## src/rtl/pcap_replay_sched_pkg.sv

```systemverilog
// Shared types and helpers for the pcap replay scheduler.
package pcap_replay_sched_pkg;

  typedef enum logic [2:0] {
    ST_IDLE = 3'd0,
    ST_HEAD = 3'd1,
    ST_WAIT = 3'd2,
    ST_SEND = 3'd3,
    ST_DONE = 3'd4
  } state_e;

  localparam int TS_LSB      = 32;
  localparam int TS_WIDTH    = 32;
  // Widest tuser the strip mask supports; callers truncate to their width.
  localparam int TUSER_MAX_W = 1024;

  // Mask that keeps every tuser bit except the capture timestamp field.
  function automatic logic [TUSER_MAX_W-1:0] ts_strip_mask(input int lsb);
    logic [TUSER_MAX_W-1:0] field;
    field                 = '0;
    field[TS_WIDTH-1:0]   = '1;
    return ~(field << lsb);
  endfunction

endpackage

```

## src/rtl/pcap_replay_gap_timer.sv

```systemverilog
// Inter-packet gap timer: saturating elapsed counter, gap register and a
// registered "gap has elapsed" flag.
//
// elapsed is 0 in the first cycle after an SOP handshake, so the number of
// cycles since that SOP is elapsed+1. The flag asks whether that distance has
// reached the gap, which releases the next SOP exactly gap cycles after the
// previous one. The flag is computed from next-state values so that it is
// current in the same cycle its inputs are.
module pcap_replay_gap_timer
  import pcap_replay_sched_pkg::*;
(
  input  logic                clk_i,
  input  logic                reset_i,
  input  logic                start_i,
  input  logic                sop_i,
  input  logic                load_i,
  input  logic [TS_WIDTH-1:0] gap_i,
  output logic                gap_met_o
);

  localparam logic [TS_WIDTH-1:0] TS_ONE = {{(TS_WIDTH-1){1'b0}}, 1'b1};

  logic [TS_WIDTH-1:0] elapsed_q, elapsed_d;
  logic [TS_WIDTH-1:0] gap_q, gap_d;
  logic                met_q, met_d;

  // Next-state for counter, gap and the compare flag.
  always_comb begin
    elapsed_d = elapsed_q;
    if (start_i) begin
      elapsed_d = '1;
    end else if (sop_i) begin
      elapsed_d = '0;
    end else if (elapsed_q != '1) begin
      elapsed_d = elapsed_q + TS_ONE;
    end
    gap_d = load_i ? gap_i : gap_q;
    met_d = ({1'b0, elapsed_d} + {{TS_WIDTH{1'b0}}, 1'b1}) >= {1'b0, gap_d};
  end

  // Timer state registers.
  always_ff @(posedge clk_i) begin
    if (reset_i) begin
      elapsed_q <= '1;
      gap_q     <= '0;
      met_q     <= 1'b1;
    end else begin
      elapsed_q <= elapsed_d;
      gap_q     <= gap_d;
      met_q     <= met_d;
    end
  end

  assign gap_met_o = met_q;

endmodule

```

## src/rtl/pcap_replay_scheduler.sv

```systemverilog
// Timed-release controller for the pcap replay path. Holds each stored packet
// until the gap between consecutive capture timestamps has elapsed, then
// passes it through combinationally.
//
// Handshake: a beat transfers on a cycle where tvalid and tready are both
// high; the output side never drops tvalid or changes data while stalled once
// a packet has started. s_axis_tready and m_axis_tvalid are combinational
// gates of the opposite side, so a beat moves across both ports in the same
// cycle.
module pcap_replay_scheduler #(
  parameter int C_AXIS_DATA_WIDTH  = 512,
  parameter int C_AXIS_TUSER_WIDTH = 128,
  parameter int TS_LSB             = 32,
  parameter int CNT_WIDTH          = 32
) (
  input  logic                            axis_aclk,
  input  logic                            axis_reset,
  input  logic [C_AXIS_DATA_WIDTH-1:0]    s_axis_tdata,
  input  logic [C_AXIS_DATA_WIDTH/8-1:0]  s_axis_tkeep,
  input  logic [C_AXIS_TUSER_WIDTH-1:0]   s_axis_tuser,
  input  logic                            s_axis_tvalid,
  input  logic                            s_axis_tlast,
  output logic                            s_axis_tready,
  output logic [C_AXIS_DATA_WIDTH-1:0]    m_axis_tdata,
  output logic [C_AXIS_DATA_WIDTH/8-1:0]  m_axis_tkeep,
  output logic [C_AXIS_TUSER_WIDTH-1:0]   m_axis_tuser,
  output logic                            m_axis_tvalid,
  output logic                            m_axis_tlast,
  input  logic                            m_axis_tready,
  input  logic                            ctrl_start,
  input  logic                            ctrl_stop,
  input  logic                            ctrl_timed,
  input  logic [CNT_WIDTH-1:0]            ctrl_pkt_limit,
  output logic [CNT_WIDTH-1:0]            stat_pkt_count,
  output logic                            stat_busy,
  output logic                            stat_done,
  output logic [2:0]                      dbg_state_o
);

  import pcap_replay_sched_pkg::*;

  localparam logic [C_AXIS_TUSER_WIDTH-1:0] TUSER_MASK =
    C_AXIS_TUSER_WIDTH'(ts_strip_mask(TS_LSB));
  localparam logic [CNT_WIDTH-1:0] CNT_ONE = {{(CNT_WIDTH-1){1'b0}}, 1'b1};

  state_e                 state_q, state_d;
  logic                   timed_q;
  logic                   first_q;
  logic                   stop_pending_q;
  logic [CNT_WIDTH-1:0]   limit_q;
  logic [CNT_WIDTH-1:0]   pkt_count_q;
  logic [TS_WIDTH-1:0]    prev_ts_q;

  logic [TS_WIDTH-1:0]    hdr_ts;
  logic [TS_WIDTH-1:0]    gap_calc;
  logic                   gap_met;
  logic                   pass;
  logic                   s_ready;
  logic                   m_valid;
  logic                   beat_hs;
  logic                   sop_hs;
  logic                   eop_hs;
  logic                   idle_like;
  logic                   start_acc;
  logic                   head_load;
  logic                   limit_hit;
  logic                   end_run;

  assign hdr_ts    = s_axis_tuser[TS_LSB +: TS_WIDTH];
  // Modular subtraction handles timestamp wrap; the first packet after a
  // start and untimed mode are never delayed.
  assign gap_calc  = (first_q || !timed_q) ? '0 : (hdr_ts - prev_ts_q);

  assign idle_like = (state_q == ST_IDLE) || (state_q == ST_DONE);
  assign start_acc = idle_like && ctrl_start && !ctrl_stop;
  assign head_load = (state_q == ST_HEAD) && s_axis_tvalid && !ctrl_stop;
  assign beat_hs   = s_axis_tvalid && s_ready;
  assign sop_hs    = beat_hs && (state_q == ST_WAIT);
  assign eop_hs    = beat_hs && s_axis_tlast;
  assign limit_hit = (limit_q != '0) && ((pkt_count_q + CNT_ONE) == limit_q);
  assign end_run   = stop_pending_q || ctrl_stop || limit_hit;

  pcap_replay_gap_timer u_gap_timer (
    .clk_i     (axis_aclk),
    .reset_i   (axis_reset),
    .start_i   (start_acc),
    .sop_i     (sop_hs),
    .load_i    (head_load),
    .gap_i     (gap_calc),
    .gap_met_o (gap_met)
  );

  // FSM state register.
  always_ff @(posedge axis_aclk) begin
    if (axis_reset) begin
      state_q <= ST_IDLE;
    end else begin
      state_q <= state_d;
    end
  end

  // FSM next-state logic; a stop pulse beats a same-cycle start.
  always_comb begin
    state_d = state_q;
    unique case (state_q)
      ST_IDLE, ST_DONE: begin
        if (start_acc) state_d = ST_HEAD;
      end
      ST_HEAD: begin
        if (ctrl_stop)          state_d = ST_DONE;
        else if (s_axis_tvalid) state_d = ST_WAIT;
      end
      ST_WAIT: begin
        if (ctrl_stop) begin
          state_d = ST_DONE;
        end else if (sop_hs) begin
          if (eop_hs) state_d = end_run ? ST_DONE : ST_HEAD;
          else        state_d = ST_SEND;
        end
      end
      ST_SEND: begin
        if (eop_hs) state_d = end_run ? ST_DONE : ST_HEAD;
      end
      default: state_d = ST_IDLE;
    endcase
  end

  // FSM outputs: stream gating; a stop in WAIT blocks the SOP beat.
  always_comb begin
    pass    = 1'b0;
    s_ready = 1'b0;
    m_valid = 1'b0;
    unique case (state_q)
      ST_WAIT: begin
        pass = 1'b1;
        if (gap_met && !ctrl_stop) begin
          m_valid = s_axis_tvalid;
          s_ready = m_axis_tready;
        end
      end
      ST_SEND: begin
        pass    = 1'b1;
        m_valid = s_axis_tvalid;
        s_ready = m_axis_tready;
      end
      default: begin
        pass    = 1'b0;
      end
    endcase
  end

  // Replay control registers, packet counter and timestamp history.
  always_ff @(posedge axis_aclk) begin
    if (axis_reset) begin
      timed_q        <= 1'b0;
      limit_q        <= '0;
      pkt_count_q    <= '0;
      first_q        <= 1'b1;
      stop_pending_q <= 1'b0;
      prev_ts_q      <= '0;
    end else begin
      if (start_acc) begin
        timed_q        <= ctrl_timed;
        limit_q        <= ctrl_pkt_limit;
        pkt_count_q    <= '0;
        first_q        <= 1'b1;
        stop_pending_q <= 1'b0;
      end else begin
        if (eop_hs)                               pkt_count_q    <= pkt_count_q + CNT_ONE;
        if (sop_hs)                               first_q        <= 1'b0;
        if ((state_q == ST_SEND) && ctrl_stop)    stop_pending_q <= 1'b1;
      end
      if (head_load) prev_ts_q <= hdr_ts;
    end
  end

  assign s_axis_tready  = s_ready;
  assign m_axis_tvalid  = m_valid;
  assign m_axis_tdata   = pass ? s_axis_tdata : '0;
  assign m_axis_tkeep   = pass ? s_axis_tkeep : '0;
  assign m_axis_tlast   = pass && s_axis_tlast;
  assign m_axis_tuser   = pass ? (s_axis_tuser & TUSER_MASK) : '0;
  assign stat_pkt_count = pkt_count_q;
  assign stat_busy      = (state_q == ST_HEAD) || (state_q == ST_WAIT) || (state_q == ST_SEND);
  assign stat_done      = (state_q == ST_DONE);
  assign dbg_state_o    = state_q;

endmodule

```

## config.mk

```make
export PLATFORM = sky130hd
export DESIGN_NAME = pcap_replay_scheduler
export DESIGN_NICKNAME = d
export VERILOG_FILES = /design/src/rtl/pcap_replay_sched_pkg.sv /design/src/rtl/pcap_replay_gap_timer.sv /design/src/rtl/pcap_replay_scheduler.sv
export SDC_FILE = /design/constraint.sdc
export NUM_CORES = 1
export LEC_CHECK = 0
export ABC_AREA = 1
export CAP_MARGIN = 20
export CORE_AREA = 2 2 577 579
export CTS_CLUSTER_SIZE = 40
export DETAILED_ROUTE_END_ITERATION = 16
export DIE_AREA = 0 0 579 581
export DONT_BUFFER_PORTS = 1
export PLACE_DENSITY_LB_ADDON = 0.15
export SKIP_CTS_REPAIR_TIMING = 1
export SLEW_MARGIN = 15
export SYNTH_ARGS = -nofsm -noshare
export SYNTH_HDL_FRONTEND = slang
export SYNTH_SLANG_ARGS = --single-unit
```

## constraint.sdc

```tcl
create_clock -name axis_aclk -period 5.3 [get_ports axis_aclk]
set_input_delay 1.325 -clock axis_aclk [delete_from_list [all_inputs] [get_ports axis_aclk]]
set_output_delay 1.325 -clock axis_aclk [all_outputs]
set_load 0.02 [all_outputs]
```

==> results of run 1 <==
cell families after synthesis:
family                   Yosys count
AO/OA/AOI/OAI                    356
adder cells (fa/ha/maj)           67
other                              1
buffers and inverters           1089
XOR/XNOR                          50
flip-flops                       167
AND/OR/NAND/NOR                 1636
==> out/qor.yml, run 1 <==
logic_synthesis:
  synthesis.instances: 3366
  synth.most_common_cell: "inv_1"
  yosysTopAreaCellShare_pct: 19.6
  synth_xor_area_share_pct: 2.64
  netlist_area_sq_mm: 0.0176
  synth_edf_count: 0
  async_reset_ff_share_pct: 0
  synth_fa_ha_area_share_pct: 4.80
  yosysSeqAreaShare_pct: 19.0
  ys_warn_count: 0
  ys_ff_latch: 167
  ys.flop_type: "dfxtp_1"
  synth.avg_cell_area_sq_um: 5.23
  synthSimpleGateAreaFrac_pct: 38.5
  synth_top_family_by_area: "simple AND/OR/NAND/NOR gates"
  synth_cell_types: 56
  synth_compound_area_share_pct: 10.9
  yosysTopAreaCell: "inv_1"
  muxShareOfSynthArea_pct: 0
  synthTopCellsByArea: "inv_1, nor2_1, dfxtp_1"
  synth_common_cells: "inv_1, nor2_1, nand2_1"
floorplanning:
  die_x_um: 579
  ioPinCount: 1488
  die_h_um: 581
  initial_core_util_pct: 5.34
  num_rows: 211
status:
  stop_stage: "3_3_place_gp"
  status: "aborted with a tool error"
  stop_error: "[ERROR GPL-0305] RePlAce diverged during gradient descent calculation, resulting in an invalid step length (Inf or NaN). This is often caused by numerical instability ..."
placed_design:
  numPortBuffers: 0
==> run 2: changes to the inputs <==
- CORE_AREA: 2 2 577 579 -> 2 2 574 576
- CTS_CLUSTER_SIZE: 40 -> not set
- DIE_AREA: 0 0 579 581 -> 0 0 576 578
==> out/qor.yml, run 2 <==
status:
  status: "complete, no violations"
logic_synthesis:
  yosysTopAreaCell: "inv_1"
  synthesis.instances: 3366
  netlist_area_sq_mm: 0.0176
  synth_edf_count: 0
  ys_ff_latch: 167
  async_reset_ff_share_pct: 0
  synthTopCellsByArea: "inv_1, nor2_1, dfxtp_1"
  ys.flop_type: "dfxtp_1"
  synth.most_common_cell: "inv_1"
  synth.avg_cell_area_sq_um: 5.23
  synth_common_cells: "inv_1, nor2_1, nand2_1"
  yosysTopAreaCellShare_pct: 19.6
  synth_cell_types: 56
  ys_warn_count: 0
  yosysSeqAreaShare_pct: 19.0
sta:
  max_slew_margin_pct: 11.4
  setup_viol_count_final: 0
  finalHoldViolations: 0
  fin_skew_ns: 0.0198
  fmax_mhz: 209
  rsz0062_at_grt: "false"
  setup_tns_ns: 0
  slew_viol_final: 0
  min_period_over_period_pct: 90.4
  fin_crit_ns: 4.79
  tightestPinTransition_ns: 1.32
layout:
  fin_util_pct: 8.85
  syn2layout_area_growth_pct: 64.1
  final_common_cell: "inv_1"
  drive_above_1_share_pct: 21.5
  fin_nets: 4806
  layout_common_cells: "inv_1, nor2_1, buf_4"
hold_path:
  hold_path_class: "reg2reg"
clock_tree:
  cts_max_level: 4
  clk_pin_slew_ns: 0.08
  root_buffer: "clkbuf_16"
  clock-sinks: 167
  cts_tree: "yes"
  clk_latency_ns: 0.50
  cts_buffers: 17
  clockBufferDepth: 2
drt:
  antenna_left: 0
  viasPerCell: 2.91
  drc: 0
  dr_total_vias: 24500
  totalWireLength_um: 360000
  drt_iter0_drc: 1636
  dr.pass1.iters: 6
  post_drt_wl_per_cell_um: 42.7
placed_design:
  place_congestion: 1.01
  numPortBuffers: 0
  hpwlAfterDp_um: 339000
global_routing:
  grt_pass1_vias: 23900
  antenna_found_initial: 214
  grt_pass1_wl_um: 413000
  grt_max_degree: 96
  grt-ovfl-total: 0
  grt_usage_pct: 20.9
critical_path:
  worstPathMaxFanout: 95
  startpoint_type: "register"
  rrSetupSlack_ns: 0.81
  crit_top_cell: "buf_4"
  worstPathRequired_ns: 3.97
  cpPeakStageDelay_ns: 0.78
  crit_path_top_delay_cell: "nor2_1"
  setup.worst_path.class: "reg2out"
  worst_ep_arrival_time_ns: 3.47
  critPathCaptureType: "output port"
  cp_cell_sequence: "buf_4 -> nor3_2 -> inv_1 -> nand2_1 -> inv_8 -> buf_4 -> nor2_1 -> buf_4"
job:
  max_cap_viol_count: 0
floorplanning:
  num_rows: 210
  ioPinCount: 1488
  initial_core_util_pct: 5.40
  die_x_um: 576
  core_sq_mm: 0.326
  dieArea_sq_mm: 0.333
  die_h_um: 578
power:
  vdd_drop_max_mv: 0.326
  totalPowerFinal_mw: 10.2
  power.leakage_nw: 15.2
  cellPowerDensity_mw_per_mm2: 353
-- run 2: cell counts after synthesis --
Identical to the previous run, type by type.
-- run 2: layer usage --
metal / wire length, um / global-route usage [%] / vias up
met5: 647 / 0 / -
met4: 14900 / 7.28 / 102
met3: 33300 / 8.35 / 330
met2: 152000 / 31.5 / 1350
met1: 159000 / 26.6 / 11700
li1: - / - / 11100
-- run 2: critical path: cells and delay by family, from the launching register on --
kind	cells	cell delay (ns)
buffers and inverters	5	1.21
and+or+nand+nor	3	1.26
DFF	1	0.38
-- run 2: area by class of cell --
| cell class | instances | area, sq um |
|---|---|---|
| timing repair buffer | 738 | 5640 |
| clock inverter | 14 | 235 |
| tap | 4346 | 5440 |
| multi-input combinational | 2141 | 10100 |
| sequential | 167 | 3340 |
| antenna | 68 | 170 |
| inverter | 930 | 3500 |
| clock buffer | 18 | 429 |
| fill | 39000 | 297000 |
-- run 2: final timing paths --
| check | end | depth (start not counted) | start |
|---|---|---|---|
| max | m_axis_tdata[364] | 8 | dbg_state_o[2] |
| min | prev_ts_q[23] | 2 | prev_ts_q[23] |
| max reg2reg | u_gap_timer.gap_met_o | 29 | u_gap_timer.elapsed_q[0] |
| min reg2reg | prev_ts_q[23] | 2 | prev_ts_q[23] |
-- run 2: report_power, final --
part,switching (mW),internal [mW]
clock,0.696,0.855
combinational,5.16,1.92
sequential,0.171,1.41
-- run 2: cell families after synthesis --
group	count (synthesis)	synth area share (%)
and+or+nand+nor	1636	38.5
buffers and inverters	1089	24.2
xor gates and xnor gates	50	2.64
DFF	167	19.0
other	1	0.0213
adders and majority gates	67	4.80
AOI/OAI and AO/OA	356	10.9
-- run 2: per-stage QoR --
step                      hold slack [ns]  cell area [sq um]  std cells  setup slack, ns
final                               0.458              28900       8422            0.509
after detailed placement            0.451              28000       8321            0.170
after CTS                           0.463              28700       8353            0.494
after floorplan                     0.433              17700       3397            0.917
after global placement              0.444              28000       8320           0.0260
after global routing                0.479              28800       8374            0.239
Note: power is estimated with default switching activity, not from simulation.
==> run 3: changes to the inputs <==
- CTS_CLUSTER_DIAMETER: not set -> 100
==> results of run 3 <==
No change in the layout: final DEF, timing and power equal those of run 2.
